===== src/rtl/nn_pkg.sv =====
// Types and constants shared by the neuron datapath blocks and the BRAM wrapper.
package nn_pkg;

  typedef enum logic [1:0] {
    IDLE  = 2'd0,
    RUN   = 2'd1,
    DRAIN = 2'd2,
    OUT   = 2'd3
  } mac_state_t;

  localparam int WORD_LEN_DEF  = 32;
  localparam int FRAC_BITS_DEF = 16;

  // Wide enough that a full evaluation of NUM_INPUTS products plus bias cannot overflow.
  function automatic int acc_len(input int word_len, input int num_inputs);
    return 2 * word_len + $clog2(num_inputs) + 1;
  endfunction

endpackage


===== src/rtl/fixed_point_relu_sat.sv =====
// Rescales a wide fixed-point accumulator to WORD_LEN, clamps at the positive limit
// and applies ReLU. Purely combinational.
module fixed_point_relu_sat #(
  parameter int ACC_LEN   = 69,
  parameter int WORD_LEN  = 32,
  parameter int FRAC_BITS = 16
) (
  input  logic signed [ACC_LEN-1:0]  acc_i,
  output logic        [WORD_LEN-1:0] result_o
);

  function automatic logic [WORD_LEN-1:0] relu_sat(input logic signed [ACC_LEN-1:0] a);
    logic signed [ACC_LEN-1:0] s;
    s = a >>> FRAC_BITS;
    if (s[ACC_LEN-1]) begin
      return '0;
    end else if (|s[ACC_LEN-2:WORD_LEN-1]) begin
      // Non-negative but above the largest positive word.
      return {1'b0, {(WORD_LEN-1){1'b1}}};
    end else begin
      return s[WORD_LEN-1:0];
    end
  endfunction

  assign result_o = relu_sat(acc_i);

endmodule


===== src/rtl/neuron_mac_seq.sv =====
// Sequential single-neuron MAC: walks the activation/weight BRAM, accumulates
// x*w on top of the bias, then offers ReLU(saturated sum) on a valid/ready port.
module neuron_mac_seq
  import nn_pkg::*;
#(
  parameter int NUM_INPUTS = 5,
  parameter int WORD_LEN   = WORD_LEN_DEF,
  parameter int FRAC_BITS  = FRAC_BITS_DEF
) (
  input  logic                           clk_i,
  input  logic                           rst_i,
  input  logic                           start_i,
  input  logic signed [WORD_LEN-1:0]     bias_i,
  output logic                           busy_o,
  output logic                           mem_ena_o,
  output logic [$clog2(NUM_INPUTS)-1:0]  rd_addr_1_o,
  output logic [$clog2(NUM_INPUTS)-1:0]  rd_addr_2_o,
  input  logic signed [WORD_LEN-1:0]     mem_data_1_i,
  input  logic signed [WORD_LEN-1:0]     mem_data_2_i,
  output logic [WORD_LEN-1:0]            result_o,
  output logic                           valid_o,
  input  logic                           ready_i
);

  localparam int AW      = $clog2(NUM_INPUTS);
  localparam int ACC_LEN = acc_len(WORD_LEN, NUM_INPUTS);
  localparam int PW      = 2 * WORD_LEN;
  localparam logic [AW-1:0] LAST_ADDR = AW'(NUM_INPUTS - 1);

  mac_state_t                 state_q;
  logic [AW-1:0]              addr_q;
  logic                       rv_q;
  logic                       mem_ena_q;
  logic                       valid_q;
  logic                       busy_q;
  logic [WORD_LEN-1:0]        result_q;
  logic signed [ACC_LEN-1:0]  acc_q;
  logic signed [ACC_LEN-1:0]  acc_d;
  logic signed [ACC_LEN-1:0]  bias_ext;
  logic signed [PW-1:0]       prod;
  logic [WORD_LEN-1:0]        relu_w;
  logic                       accept;

  assign accept   = start_i & ((state_q == IDLE) | ((state_q == OUT) & ready_i));
  assign bias_ext = $signed({{(ACC_LEN-WORD_LEN){bias_i[WORD_LEN-1]}}, bias_i}) <<< FRAC_BITS;
  assign prod     = mem_data_1_i * mem_data_2_i;

  // Gated by the read-valid pipe so idle-BRAM zeros never reach the sum.
  always_comb begin
    acc_d = acc_q;
    if (rv_q) begin
      acc_d = acc_q + $signed({{(ACC_LEN-PW){prod[PW-1]}}, prod});
    end
  end

  // Fed with acc_d so the product landing in DRAIN is already included.
  fixed_point_relu_sat #(
    .ACC_LEN  (ACC_LEN),
    .WORD_LEN (WORD_LEN),
    .FRAC_BITS(FRAC_BITS)
  ) u_relu_sat (
    .acc_i   (acc_d),
    .result_o(relu_w)
  );

  always_ff @(posedge clk_i) begin
    if (rst_i) begin
      state_q   <= IDLE;
      addr_q    <= '0;
      rv_q      <= 1'b0;
      mem_ena_q <= 1'b0;
      valid_q   <= 1'b0;
      busy_q    <= 1'b0;
      result_q  <= '0;
      acc_q     <= '0;
    end else begin
      rv_q  <= (state_q == RUN);
      acc_q <= accept ? bias_ext : acc_d;
      case (state_q)
        IDLE: begin
          if (accept) begin
            state_q   <= RUN;
            addr_q    <= '0;
            mem_ena_q <= 1'b1;
            busy_q    <= 1'b1;
          end
        end
        RUN: begin
          if (addr_q == LAST_ADDR) begin
            state_q   <= DRAIN;
            mem_ena_q <= 1'b0;
          end else begin
            addr_q <= addr_q + 1'b1;
          end
        end
        DRAIN: begin
          state_q  <= OUT;
          result_q <= relu_w;
          valid_q  <= 1'b1;
        end
        OUT: begin
          if (ready_i) begin
            valid_q <= 1'b0;
            if (start_i) begin
              state_q   <= RUN;
              addr_q    <= '0;
              mem_ena_q <= 1'b1;
            end else begin
              state_q <= IDLE;
              busy_q  <= 1'b0;
            end
          end
        end
        default: begin
          state_q   <= IDLE;
          mem_ena_q <= 1'b0;
          valid_q   <= 1'b0;
          busy_q    <= 1'b0;
        end
      endcase
    end
  end

  assign busy_o      = busy_q;
  assign mem_ena_o   = mem_ena_q;
  assign rd_addr_1_o = addr_q;
  assign rd_addr_2_o = addr_q;
  assign result_o    = result_q;
  assign valid_o     = valid_q;

endmodule


===== config.mk =====
export PLATFORM = sky130hd
export DESIGN_NAME = neuron_mac_seq
export DESIGN_NICKNAME = d
export VERILOG_FILES = /design/src/rtl/nn_pkg.sv /design/src/rtl/fixed_point_relu_sat.sv /design/src/rtl/neuron_mac_seq.sv
export SDC_FILE = /design/constraint.sdc
export NUM_CORES = 2
export LEC_CHECK = 0
export CAP_MARGIN = 20
export CELL_PAD_IN_SITES_DETAIL_PLACEMENT = 1
export CELL_PAD_IN_SITES_GLOBAL_PLACEMENT = 2
export CORE_MARGIN = 5
export CORE_UTILIZATION = 42
export CTS_BUF_LIST = sky130_fd_sc_hd__clkbuf_2 sky130_fd_sc_hd__clkbuf_4 sky130_fd_sc_hd__clkbuf_8
export CTS_CLUSTER_DIAMETER = 120
export DETAILED_ROUTE_END_ITERATION = 10
export PLACE_DENSITY_LB_ADDON = 0.15
export SYNTH_ARGS = -nofsm -noshare
export SYNTH_HDL_FRONTEND = slang
export SYNTH_SLANG_ARGS = --single-unit

===== constraint.sdc =====
create_clock -name clk_i -period 13.65 [get_ports clk_i]
set_clock_uncertainty 0.1 [all_clocks]
set_input_delay 2.73 -clock clk_i [delete_from_list [all_inputs] [get_ports clk_i]]
set_output_delay 2.73 -clock clk_i [all_outputs]
set_load 0.02 [all_outputs]

==> results.cfg <==
[timing]
fin_crit_sh = 0.963
period_minus_slack_ps = 13150
final.setup.tns_ps = 0
max_clock_freq_ghz = 0.0761
hold_viol_final = 0
rsz0062_at_grt = no
setup_ws_ps = 503
finalSetupViolations = 0
slew_headroom = 0.226
worst_pin_slew_ps = 1160
slew_violations = 0

[place]
port_buffers = 140
pre_cts_ws_ps = 167
place.gp.congestion = 0.901
dp_hpwl_um = 127000

[clocking]
cts-root-buf = clkbuf_8
cts_max_path_buffers = 2
clkTransAtPathRegs_ps = 100
clk_latency_ps = 390
cts_buffers = 9
cts_tree = built
cts_hold_buf = 0
cts_setup_buffers = 0
cts.sinks = 109
cts_resized = 0
ctsHtreeMaxLevel = 3

[synthesis]
syn_inst = 5036
syn-num-nets = 6620
yosysSeqAreaShare = 0.0467
ys_warn_count = 0
synth_ff_type = dfxtp_1
synth.cell_area_um2 = 46700
yosysUniqueCellTypes = 76
async_flop_share = 0
synth_edf_count = 0
synth.avg_cell_area_um2 = 9.28
ys_ff_latch = 109

[global_routing]
overflow = 0
grt_pass1_wl_um = 229000
met2_usage = 0.414
grt_max_degree = 63
grt_pass1_vias = 38700
track_usage = 0.251
grt_util_met1 = 0.371
met3_usage = 0.0231
antenna_found_initial = 7
grt_busiest_layer = met2

[hold_path]
worstHoldPathType = flop to flop

[worst_setup_path]
worst-path-max-fanout = 35
critical_path_arrival_ps = 13310
path_class = input port to flop
critical-path-slowest-cell = clkdlybuf4s50_1
startpoint_type = input port
setup.worst_path.end_class = flop
crit_top_cell = fa_1
crit_required_ps = 13810
cp_slowest_stage_delay_ps = 830

[die]
start_util = 0.423
placementRows = 122
io_pins = 141
die_h_um = 344
die_x_um = 344
core_area_um2 = 111000
die-area_um2 = 118000

[detailed_routing]
firstDrtPassIters = 5
wl_um = 142000
drtIter0Drc = 1576
wl_per_cell_um = 21.7
num_vias = 33500
drc_errors = 0
vias_per_cell = 5.11
drtAntennaViolNets = 0

[run_status]
status = completed

[finish]
final_util = 0.453
final_nets = 6631
drive_above_1_share = 0.0396
areaGrowthSynthToFinish_pct = 7.25

[flow_run]
drv_cap = 0
-- per-layer routing --
layer  wire length [µm]  vias up
met3               5810      109
met5                 40        -
met2              67300      624
li1                   -    14700
met1              66500    18000
met4               2290        4
-- synth_stat cells, drive strengths merged (16+ instances only) --
| cell | count | share of area |
|---|---|---|
| a211oi | 42 | 0.0069 |
| a21o | 24 | 0.0039 |
| a21oi | 107 | 0.012 |
| and2 | 499 | 0.067 |
| buf | 24 | 0.0030 |
| clkbuf | 242 | 0.019 |
| dfxtp | 109 | 0.047 |
| fa | 1252 | 0.54 |
| ha | 232 | 0.062 |
| inv | 1248 | 0.10 |
| mux2i | 48 | 0.010 |
| nand2 | 623 | 0.050 |
| nand2b | 16 | 0.0021 |
| nand3 | 16 | 0.0017 |
| nand4 | 29 | 0.0039 |
| nor2 | 147 | 0.012 |
| nor3 | 16 | 0.0017 |
| nor4b | 29 | 0.0092 |
| o211ai | 19 | 0.0033 |
| o21ai | 102 | 0.011 |
| xnor2 | 45 | 0.0084 |
| xor2 | 21 | 0.0039 |
-- area by class of cell --
type,instances,area [µm²]
fillers,12800,60400
multi-input cells,3412,38800
inverters,1249,4690
repair buffers,266,2350
flip-flops and latches,109,2190
well taps,1488,1860
clock buffers,9,124
clock inverters,7,56.3
diodes,2,5.00
-- flip-flops by register name (all words and copies together), names as in the netlist --
name / cells
mem_ena_o: 1
result_o: 32
busy_o: 1
state_q: 2
rv_q: 1
rd_addr_1_o: 3
valid_o: 1
acc_q: 68
-- cells in the final DEF (no fill, tap or decap), types with 4 or more instances in the layout --
master and n:
a22oi_1 4, a2111o_1 4, nor2b_1 5, a211o_1 5
fa_1 1252, a211oi_1 41, and3_1 8, nor4b_2 28
o21bai_1 7, buf_4 123, nand4_1 29, a21oi_1 105
mux2i_1 48, nand2_1 622, nand2b_1 16, xor2_1 21
a21boi_0 8, o21ai_1 43, and2_1 499, a21o_1 24
a31oi_1 8, clkdlybuf4s50_1 137, or3_1 5, ha_1 232
and4_1 5, o211ai_1 17, dfxtp_1 108, o21ai_0 58
a2111oi_0 6, nor2_1 146, inv_1 1246, clkbuf_8 9
o21a_1 14, xnor2_1 45, nor4_1 6, o31ai_1 10
nand3_1 16, nor3_1 16
-- critical path: cells and delay by family --
kind	cells	cell delay, ps
fa+ha+maj	9	4670
simple gates	5	2260
compound gates	5	1280
buf+inv	10	2310
-- per-stage QoR --
stage	cell area, µm²	cells	hold WS, ps
floorplan	46700	5036	359
detailed placement	49900	6524	347
global placement	49900	6523	343
global route	50100	6542	398
finish	50100	6542	356
CTS	50100	6540	362
-- path summary, 6_finish.rpt --
check	from	to	slack, ps	cells past startpoint
min reg2reg	result_o[12]$_SDFFE_PP0P_	result_o[12]$_SDFFE_PP0P_	360	2
min	result_o[12]$_SDFFE_PP0P_	result_o[12]$_SDFFE_PP0P_	360	2
max reg2reg	acc_q[18]$_SDFF_PP0_	result_o[29]$_SDFFE_PP0P_	4200	27
max	mem_data_1_i[31]	result_o[29]$_SDFFE_PP0P_	500	29
-- cells by family after synthesis --
logic type	after synthesis	synth area share
buffers and inverters	1515	0.123
adders and majority gates	1484	0.599
and+or+nand+nor	1417	0.154
AOI/OAI and AO/OA	394	0.0546
DFF	109	0.0467
xor gates and xnor gates	66	0.0124
muxes	51	0.0110
Power is left out: the tool's default activity adds up to more than one toggle a clock period on the data nets, which glitch-free logic cannot reach.
